===== config.mk =====
export PLATFORM = sky130hd
export DESIGN_NAME = ic_backup_ctrl
export DESIGN_NICKNAME = d
export VERILOG_FILES = /design/src/rtl/ic_backup_ctrl.sv
export SDC_FILE = /design/constraint.sdc
export NUM_CORES = 1
export LEC_CHECK = 0
export ABC_AREA = 1
export CAP_MARGIN = 20
export CORE_MARGIN = 5
export CORE_UTILIZATION = 36
export CTS_CLUSTER_SIZE = 14
export DETAILED_ROUTE_END_ITERATION = 6
export PLACE_DENSITY = 0.87
export SLEW_MARGIN = 20
export SYNTH_ARGS = -nofsm -noshare
export SYNTH_HDL_FRONTEND = slang
export SYNTH_SLANG_ARGS = --single-unit

===== constraint.sdc =====
create_clock -name Clk -period 5.62 [get_ports Clk]
set_input_delay 1.124 -clock Clk [delete_from_list [all_inputs] [get_ports Clk]]
set_output_delay 1.124 -clock Clk [all_outputs]
set_load 0.02 [all_outputs]

===== src/rtl/ic_backup_ctrl.sv =====
// ic_backup_ctrl: checkpoints dirty pipeline slots to NVM on a power warning and restores them after reset
module ic_backup_ctrl #(
  parameter int NREG = 3,
  parameter int W = 32,
  localparam int AW = $clog2(NREG + 1)
) (
  input  logic               Clk,
  input  logic               Rst,
  input  logic               Pwr_warn,
  output logic               Stand_by,
  output logic               Bkp_done,
  input  logic [2*NREG-1:0]  Dirty_vals,
  output logic [NREG-1:0]    Backup_ens,
  output logic [NREG-1:0]    Backup_acks,
  input  logic [NREG*W-1:0]  Backup_Vouts,
  output logic [NREG-1:0]    Restore_ens,
  output logic [NREG*W-1:0]  Restore_Vins,
  output logic               Nvm_req,
  output logic               Nvm_we,
  output logic [AW-1:0]      Nvm_addr,
  output logic [W-1:0]       Nvm_wdata,
  input  logic [W-1:0]       Nvm_rdata,
  input  logic               Nvm_ready
);
  typedef enum logic [3:0] {R_CHK, R_RD, R_LOAD, IDLE, B_INV, B_SCAN, B_WR, B_ACK, B_COMMIT, HALT} state_t;
  state_t state, state_n;
  logic [AW-1:0] idx, idx_n;
  logic [W-1:0] hold, hold_n;
  logic [NREG-1:0] sel;
  logic gap, mem_st, hit, last, unused_dirty;
  assign sel = NREG'(1) << idx;
  assign last = idx == AW'(NREG - 1);
  assign mem_st = state inside {R_CHK, R_RD, B_INV, B_WR, B_COMMIT};
  // gap forces req low for one cycle after every accepted transfer; Rst gating keeps NVM outputs quiet in reset
  assign Nvm_req = Rst & mem_st & ~gap;
  assign hit = Nvm_req & Nvm_ready;
  assign Nvm_we = Nvm_req & (state inside {B_INV, B_WR, B_COMMIT});
  assign Nvm_addr = !Nvm_req ? '0 : (state inside {R_RD, B_WR}) ? idx : AW'(NREG);
  assign Nvm_wdata = !Nvm_req ? '0 : state == B_WR ? Backup_Vouts[W*idx +: W] : W'(state == B_COMMIT);
  assign Stand_by = state != IDLE;
  assign Bkp_done = state == HALT;
  assign Backup_ens = state == B_WR ? sel : '0;
  assign Backup_acks = state == B_ACK ? sel : '0;
  assign Restore_ens = state == R_LOAD ? sel : '0;
  assign Restore_Vins = state == R_LOAD ? {NREG{hold}} : '0;
  assign unused_dirty = ^Dirty_vals;
  // state, slot index, restore holding register and post-transfer gap flag
  always_ff @(posedge Clk or negedge Rst) begin
    if (!Rst) begin
      state <= R_CHK;
      idx <= '0;
      hold <= '0;
      gap <= 1'b0;
    end else begin
      state <= state_n;
      idx <= idx_n;
      hold <= hold_n;
      gap <= hit;
    end
  end
  // next-state sequencing of restore and backup walks
  always_comb begin
    state_n = state;
    idx_n = idx;
    hold_n = hold;
    case (state)
      R_CHK: if (hit) begin
        state_n = Nvm_rdata[0] ? R_RD : IDLE;
        idx_n = '0;
      end
      R_RD: if (hit) begin
        hold_n = Nvm_rdata;
        state_n = R_LOAD;
      end
      R_LOAD: begin
        state_n = last ? IDLE : R_RD;
        idx_n = last ? '0 : idx + AW'(1);
      end
      IDLE: state_n = Pwr_warn ? B_INV : IDLE;
      B_INV: if (hit) begin
        state_n = B_SCAN;
        idx_n = '0;
      end
      B_SCAN: begin
        state_n = Dirty_vals[2*idx+1] ? B_WR : last ? B_COMMIT : B_SCAN;
        idx_n = (Dirty_vals[2*idx+1] || last) ? idx : idx + AW'(1);
      end
      B_WR: state_n = hit ? B_ACK : B_WR;
      B_ACK: begin
        state_n = last ? B_COMMIT : B_SCAN;
        idx_n = last ? idx : idx + AW'(1);
      end
      B_COMMIT: state_n = hit ? HALT : B_COMMIT;
      HALT: state_n = HALT;
      default: state_n = R_CHK;
    endcase
  end
endmodule


==> results_dict.tcl, run 1 <==
set metrics [dict create \
    status "finished, final reports clean" \
    seq_power_share_pct 22.0 \
    p_comb_share_pct 66.8 \
    dp_worst_setup_slack_ps 1596 \
    die_h_microns 108.2 \
    grt_pass1_wl_microns 20270 \
    drc_errors 0 \
    setup_viol 0 \
    core_sq_um 9328 \
    worstSkewPairLatency_ps 280 \
    p_switching_uw 939.6 \
    portBuffers 277 \
    worst-path-buf-inv 4 \
    worst_setup_path_start_kind "input port" \
    rows 35 \
    final_antenna_net_count 0 \
    synth.top_cell.area_share_pct 28.14 \
    hold_class "reg -> reg" \
    power.leakage_uw 0.002569 \
    post-cts-setup-buffers 0 \
    period_minus_slack_ps 4023 \
    ys_warn_count 0 \
    synth_seq_area_share_pct 28.14 \
    total_power_uw 2113 \
    gp_congestion 0.8759 \
    synth-async-reset-ratio_pct 100.0 \
    rsz0062_at_grt "no" \
    antenna_found_initial 0 \
    endpoint_kind "output port" \
    whs_ps 522.0 \
    finalSetupTns_ps 0 \
    numCtsBuffers 5 \
    crit_required_ps 4500 \
    initial_core_util_pct 37.18 \
    crit_chain "buf_2 > inv_1 > nor2_1 > nand2_1 > nand2_4 > nand3_1 > buf_4 > nor2_1 > clkdlybuf4s50_1" \
    synth_cell_types 25 \
    cts_tree "yes" \
    maxCapViolCount 0 \
    cpMostUsedCell "nor2_1" \
    ir_drop_mv 0.1615 \
    wl_per_cell_microns 15.95 \
    mostFrequentLayoutCells "276 x clkdlybuf4s50_1, 115 x nor2_1, 67 x nand2_1, 49 x inv_1, 39 x dfrtp_1" \
    fmax_ghz 0.2486 \
    drt-initial-drc-count 209 \
    cp.arrival_ps 2900 \
    htree_levels 2 \
    path_clk_slew_ps 70 \
    grtUsageTotal_pct 21.65 \
    slowest_stage "clkdlybuf4s50_1" \
    dp_hpwl_microns 11100 \
    grt_start_max_net_pins 65 \
    synth_edf_count 0 \
    worst_pin_slew_ps 986.2 \
    grt_pass1_vias 4148 \
    avgSynthCellArea_sq_um 6.951 \
    finalHoldViolations 0 \
    viasPerCell 4.850 \
    path_class "in -> out" \
    root_buffer "clkbuf_8" \
    synthFlopType "dfrtp_1" \
    vias 4030 \
    p_per_area_nw_per_um2 355.2 \
    finClkSkew_ps 3.340 \
    final_common_cell "clkdlybuf4s50_1" \
    antenna_cells 0 \
    postCtsHoldBufs 0 \
    ios 281 \
    crit_fanout 31 \
    final_nets 844 \
    power.share.clock_pct 11.2 \
    setup_slack_ps 1597 \
    layout-drive-gt1-share_pct 7.977 \
    netlist_instances 499 \
    syn_area_sq_um 3468 \
    clock_sinks 39 \
    synth_seq_cells 39 \
    rrSetupSlack_ps 3240 \
    die_w_microns 108.2 \
    die-area_sq_um 11700 \
    switching_share_pct 44.47 \
    grt_overflow 0 \
    cts_resized 0 \
    area_delta_synth_final_pct 71.54 \
    synth_area_leaders "dfrtp_1 28%, buf_4 14%, nor2_1 13%" \
    cpLargestDelayFamily "buffers and inverters" \
    power.internal_uw 1174 \
    clock_path_buffers 2 \
    fin_crit_sh_pct 71.58 \
    drv_slew 0 \
    slowest_delay_ps 670 \
    yosys.area.top_type "dfrtp_1" \
    synth_fp_nets 642 \
    dr.pass1.iters 5 \
    slew_headroom_pct 34.25 \
    routed_wl_microns 13250 \
]
layout make-up:
class                   instances  area (sq um)
fillers                       799          3378
repair buffers                284          2820
multi-input cells             318          1675
flip-flops and latches         39         975.9
inverters                      53         198.9
well taps                     129         161.4
clock buffers                   6         82.58
clock inverters                 2         35.03
synthesized netlist by cell type, drive strengths merged, types with 2 or more instances:
library cell	count
nor2	120
clkbuf	18
inv	51
clkinv	2
nand2	72
a21oi	4
o21ai	67
buf	71
nand3	13
nand4	4
dfrtp	39
a2bb2oi	31
ha	5
final timing paths:
check | start | end | depth (start not counted)
max in group asynchronous | Rst | hold[9] | 2
worst max register to register | state[0] | hold[20] | 9
worst max-delay path | Rst | Nvm_wdata[22] | 9
worst min register to register | hold[8] | hold[8] | 2
worst min-delay path | hold[8] | hold[8] | 2
min in group asynchronous | Rst | hold[19] | 2
worst min-delay path: stages, from the launching register on:
cell and delay [ps]:
dfrtp_1 320, inv_1 50, o21ai_2 120
state kept, by name, indices dropped and copies added, names as in the netlist:
register,count
idx,2
state,4
gap,1
hold,32
metrics by stage:
| stage | utilization (%) | std cells | instance area, sq um |
|---|---|---|---|
| finish | 63.78 | 831 | 5949 |
| global route | 63.78 | 831 | 5949 |
| CTS | 63.78 | 831 | 5949 |
| detailed placement | 62.52 | 823 | 5832 |
| global placement | 62.52 | 823 | 5832 |
| floorplan | - | 499 | 3468 |
logic make-up after synthesis:
kind of cell,synth area share [%]
buf+inv,23.63
simple gates,24.86
compound gates,21.57
fa+ha+maj,1.804
flops,28.14
power by group through the flow:
| stage | combinational (uW) | clock [uW] | sequential (uW) |
|---|---|---|---|
| final | 1410 | 236 | 465 |
| after global routing | 1540 | 254 | 476 |
| after CTS | 1430 | 247 | 465 |
| after detailed placement | 1420 | 0 | 471 |
| after global placement | 1380 | 0 | 463 |
| after floorplan | 989 | 0 | 456 |
routing by layer:
metal | vias to the layer above | global-route usage [%] | share of wire, %
li1 | 1930 | - | -
met1 | 1840 | 20.61 | 33
met2 | 228 | 42.81 | 52
met3 | 32 | 6.687 | 10
met4 | 0 | 8.206 | 4.0
met5 | - | 0 | 0
No activity file was read; power rests on OpenSTA's default activity.
==> inputs of run 2 (changes only) <==
--- a/config.mk
+++ b/config.mk
@@ -8,10 +8,10 @@
 export ABC_AREA = 1
 export CAP_MARGIN = 20
 export CORE_MARGIN = 5
-export CORE_UTILIZATION = 36
+export CORE_UTILIZATION = 34
 export CTS_CLUSTER_SIZE = 14
 export DETAILED_ROUTE_END_ITERATION = 6
-export PLACE_DENSITY = 0.87
+export PLACE_DENSITY = 0.83
 export SLEW_MARGIN = 20
 export SYNTH_ARGS = -nofsm -noshare
 export SYNTH_HDL_FRONTEND = slang
==> constraint.sdc (replaced) <==
create_clock -name Clk -period 4 [get_ports Clk]
set_input_delay 0.8 -clock Clk [delete_from_list [all_inputs] [get_ports Clk]]
set_output_delay 0.8 -clock Clk [all_outputs]
set_load 0.02 [all_outputs]
==> results_dict.tcl, run 2 (synthesis results as in run 1) <==
set metrics [dict create \
    drv_slew 0 \
    ir_drop_mv 0.1847 \
    die_w_microns 111 \
    power.leakage_uw 0.002578 \
    slowest_stage "clkdlybuf4s50_1" \
    crit_fanout 24 \
    crit_chain "nor2_2 > nand2_1 > buf_4 > nor2_1 > clkdlybuf4s50_1" \
    rows 36 \
    antenna_found_initial 1 \
    clock_path_buffers 2 \
    endpoint_kind "output port" \
    largest_register_ffs 32 \
    dp_hpwl_microns 11050 \
    viasPerCell 4.762 \
    antenna_cells 0 \
    htree_levels 2 \
    grt_start_max_net_pins 65 \
    die_h_microns 111 \
    final_area_sq_um 5962 \
    finClkSkew_ps 10.02 \
    worstSkewPairLatency_ps 290 \
    cpLargestDelayFamily "buffers and inverters" \
    mostFrequentLayoutCells "275 x clkdlybuf4s50_1, 115 x nor2_1, 67 x nand2_1, 49 x inv_1, 39 x dfrtp_1" \
    path_clk_slew_ps 80 \
    cts_tree "yes" \
    grt_pass1_wl_microns 20870 \
    fin_crit_sh_pct 85.85 \
    gp_congestion 0.8724 \
    crit_required_ps 3200 \
    core_sq_um 9864 \
    maxCapViolCount 0 \
    period_minus_slack_ps 3434 \
    fmax_ghz 0.2912 \
    layout-drive-gt1-share_pct 8.381 \
    finalSetupTns_ps 0 \
    vias 3986 \
    final_util_pct 60.44 \
    cts_resized 0 \
    root_buffer "clkbuf_8" \
    drt-initial-drc-count 252 \
    final_cells 837 \
    final_antenna_net_count 0 \
    drc_errors 0 \
    status "finished, final reports clean" \
    final_nets 846 \
    dp.cells 829 \
    numCtsBuffers 5 \
    finalHoldViolations 0 \
    slew_headroom_pct 36.08 \
    grt_overflow 0 \
    portBuffers 277 \
    path_class "reg -> out" \
    slowest_delay_ps 680 \
    rsz0062_at_grt "no" \
    dr.pass1.iters 4 \
    die-area_sq_um 12320 \
    ios 281 \
    final_common_cell "clkdlybuf4s50_1" \
    initial_core_util_pct 35.16 \
    worst_setup_path_start_kind "flip-flop" \
    largestRegisters "hold: 32 flops, state: 4 flops, idx: 2 flops" \
    cp.arrival_ps 2630 \
    total_power_uw 2965 \
    grt_pass1_vias 4052 \
    top_register "hold" \
    routed_wl_microns 13200 \
    post-cts-setup-buffers 0 \
    area_delta_synth_final_pct 71.90 \
    p_per_area_nw_per_um2 497.3 \
    hold_class "reg -> reg" \
    worst-path-buf-inv 2 \
    wl_per_cell_microns 15.77 \
    grtUsageTotal_pct 20.52 \
    clock_sinks 39 \
    setup_viol 0 \
    postCtsHoldBufs 0 \
    worst_pin_slew_ps 958.7 \
    placed_cell_area_sq_um 5849 \
]
==> run 2: cell count changes in the layout (fill, tap and decap cells not counted) <==
cell             before  now
clkinv_4              0    1
clkdlybuf4s50_1     276  275
buf_4                 7   10
clkbuf_8              6    5
==> run 2: final timing paths <==
| path | startpoint | endpoint | slack [ps] | cells past startpoint |
|---|---|---|---|---|
| max | state[0] | Restore_Vins[89] | 570 | 5 |
| min | hold[16] | hold[16] | 520 | 2 |
| max reg2reg | state[0] | hold[19] | 1640 | 9 |
| min reg2reg | hold[16] | hold[16] | 520 | 2 |
| max in group asynchronous | Rst | hold[18] | 3060 | 2 |
| min in group asynchronous | Rst | hold[4] | 590 | 2 |
==> run 2: metrics by stage <==
step / setup slack [ps] / hold WS [ps]
6_report: 565.9 / 522.8
4_1_cts: 561.7 / 530.3
2_1_floorplan: 1336 / 474.0
3_3_place_gp: 740.0 / 500.6
5_1_grt: 353.4 / 551.6
3_5_place_dp: 707.1 / 510.5
==> run 2: report_power, final <==
part	total (uW)	internal [uW]	leakage (uW)	switching, uW
Sequential	656	581	0.000475	75.0
Combinational	1980	874	0.00204	1110
Clock	326	186	0.0000581	140
Total	2960	1640	0.00258	1320
==> run 2: layout make-up <==
cell class | instances | area (sq um)
Fill cell | 863 | 3902
Timing Repair Buffer | 286 | 2833
Multi-Input combinational cell | 318 | 1675
Sequential cell | 39 | 975.9
Inverter | 53 | 198.9
Tap cell | 133 | 166.4
Clock buffer | 5 | 68.82
Clock inverter | 3 | 43.79
==> run 2: routing by layer <==
layer	track usage [%]	part of all wire (%)	wire, microns
met1	20.45	35	4617
met2	38.51	51	6750
met3	7.806	11	1406
met4	7.307	3.1	412
met5	0	0.098	13
==> run 2: worst min-delay path, cell delays in order (launching register included) <==
cell     delay, ps
dfrtp_1        320
inv_1           50
o21ai_2        120
==> inputs of run 3 (changes only) <==
--- a/config.mk
+++ b/config.mk
@@ -12,6 +12,7 @@
 export CTS_CLUSTER_SIZE = 14
 export DETAILED_ROUTE_END_ITERATION = 6
 export PLACE_DENSITY = 0.83
+export SETUP_SLACK_MARGIN = 0.02
 export SLEW_MARGIN = 20
 export SYNTH_ARGS = -nofsm -noshare
 export SYNTH_HDL_FRONTEND = slang
==> results of run 3 <==
Final layout, timing and power as in run 2 (identical DEF).
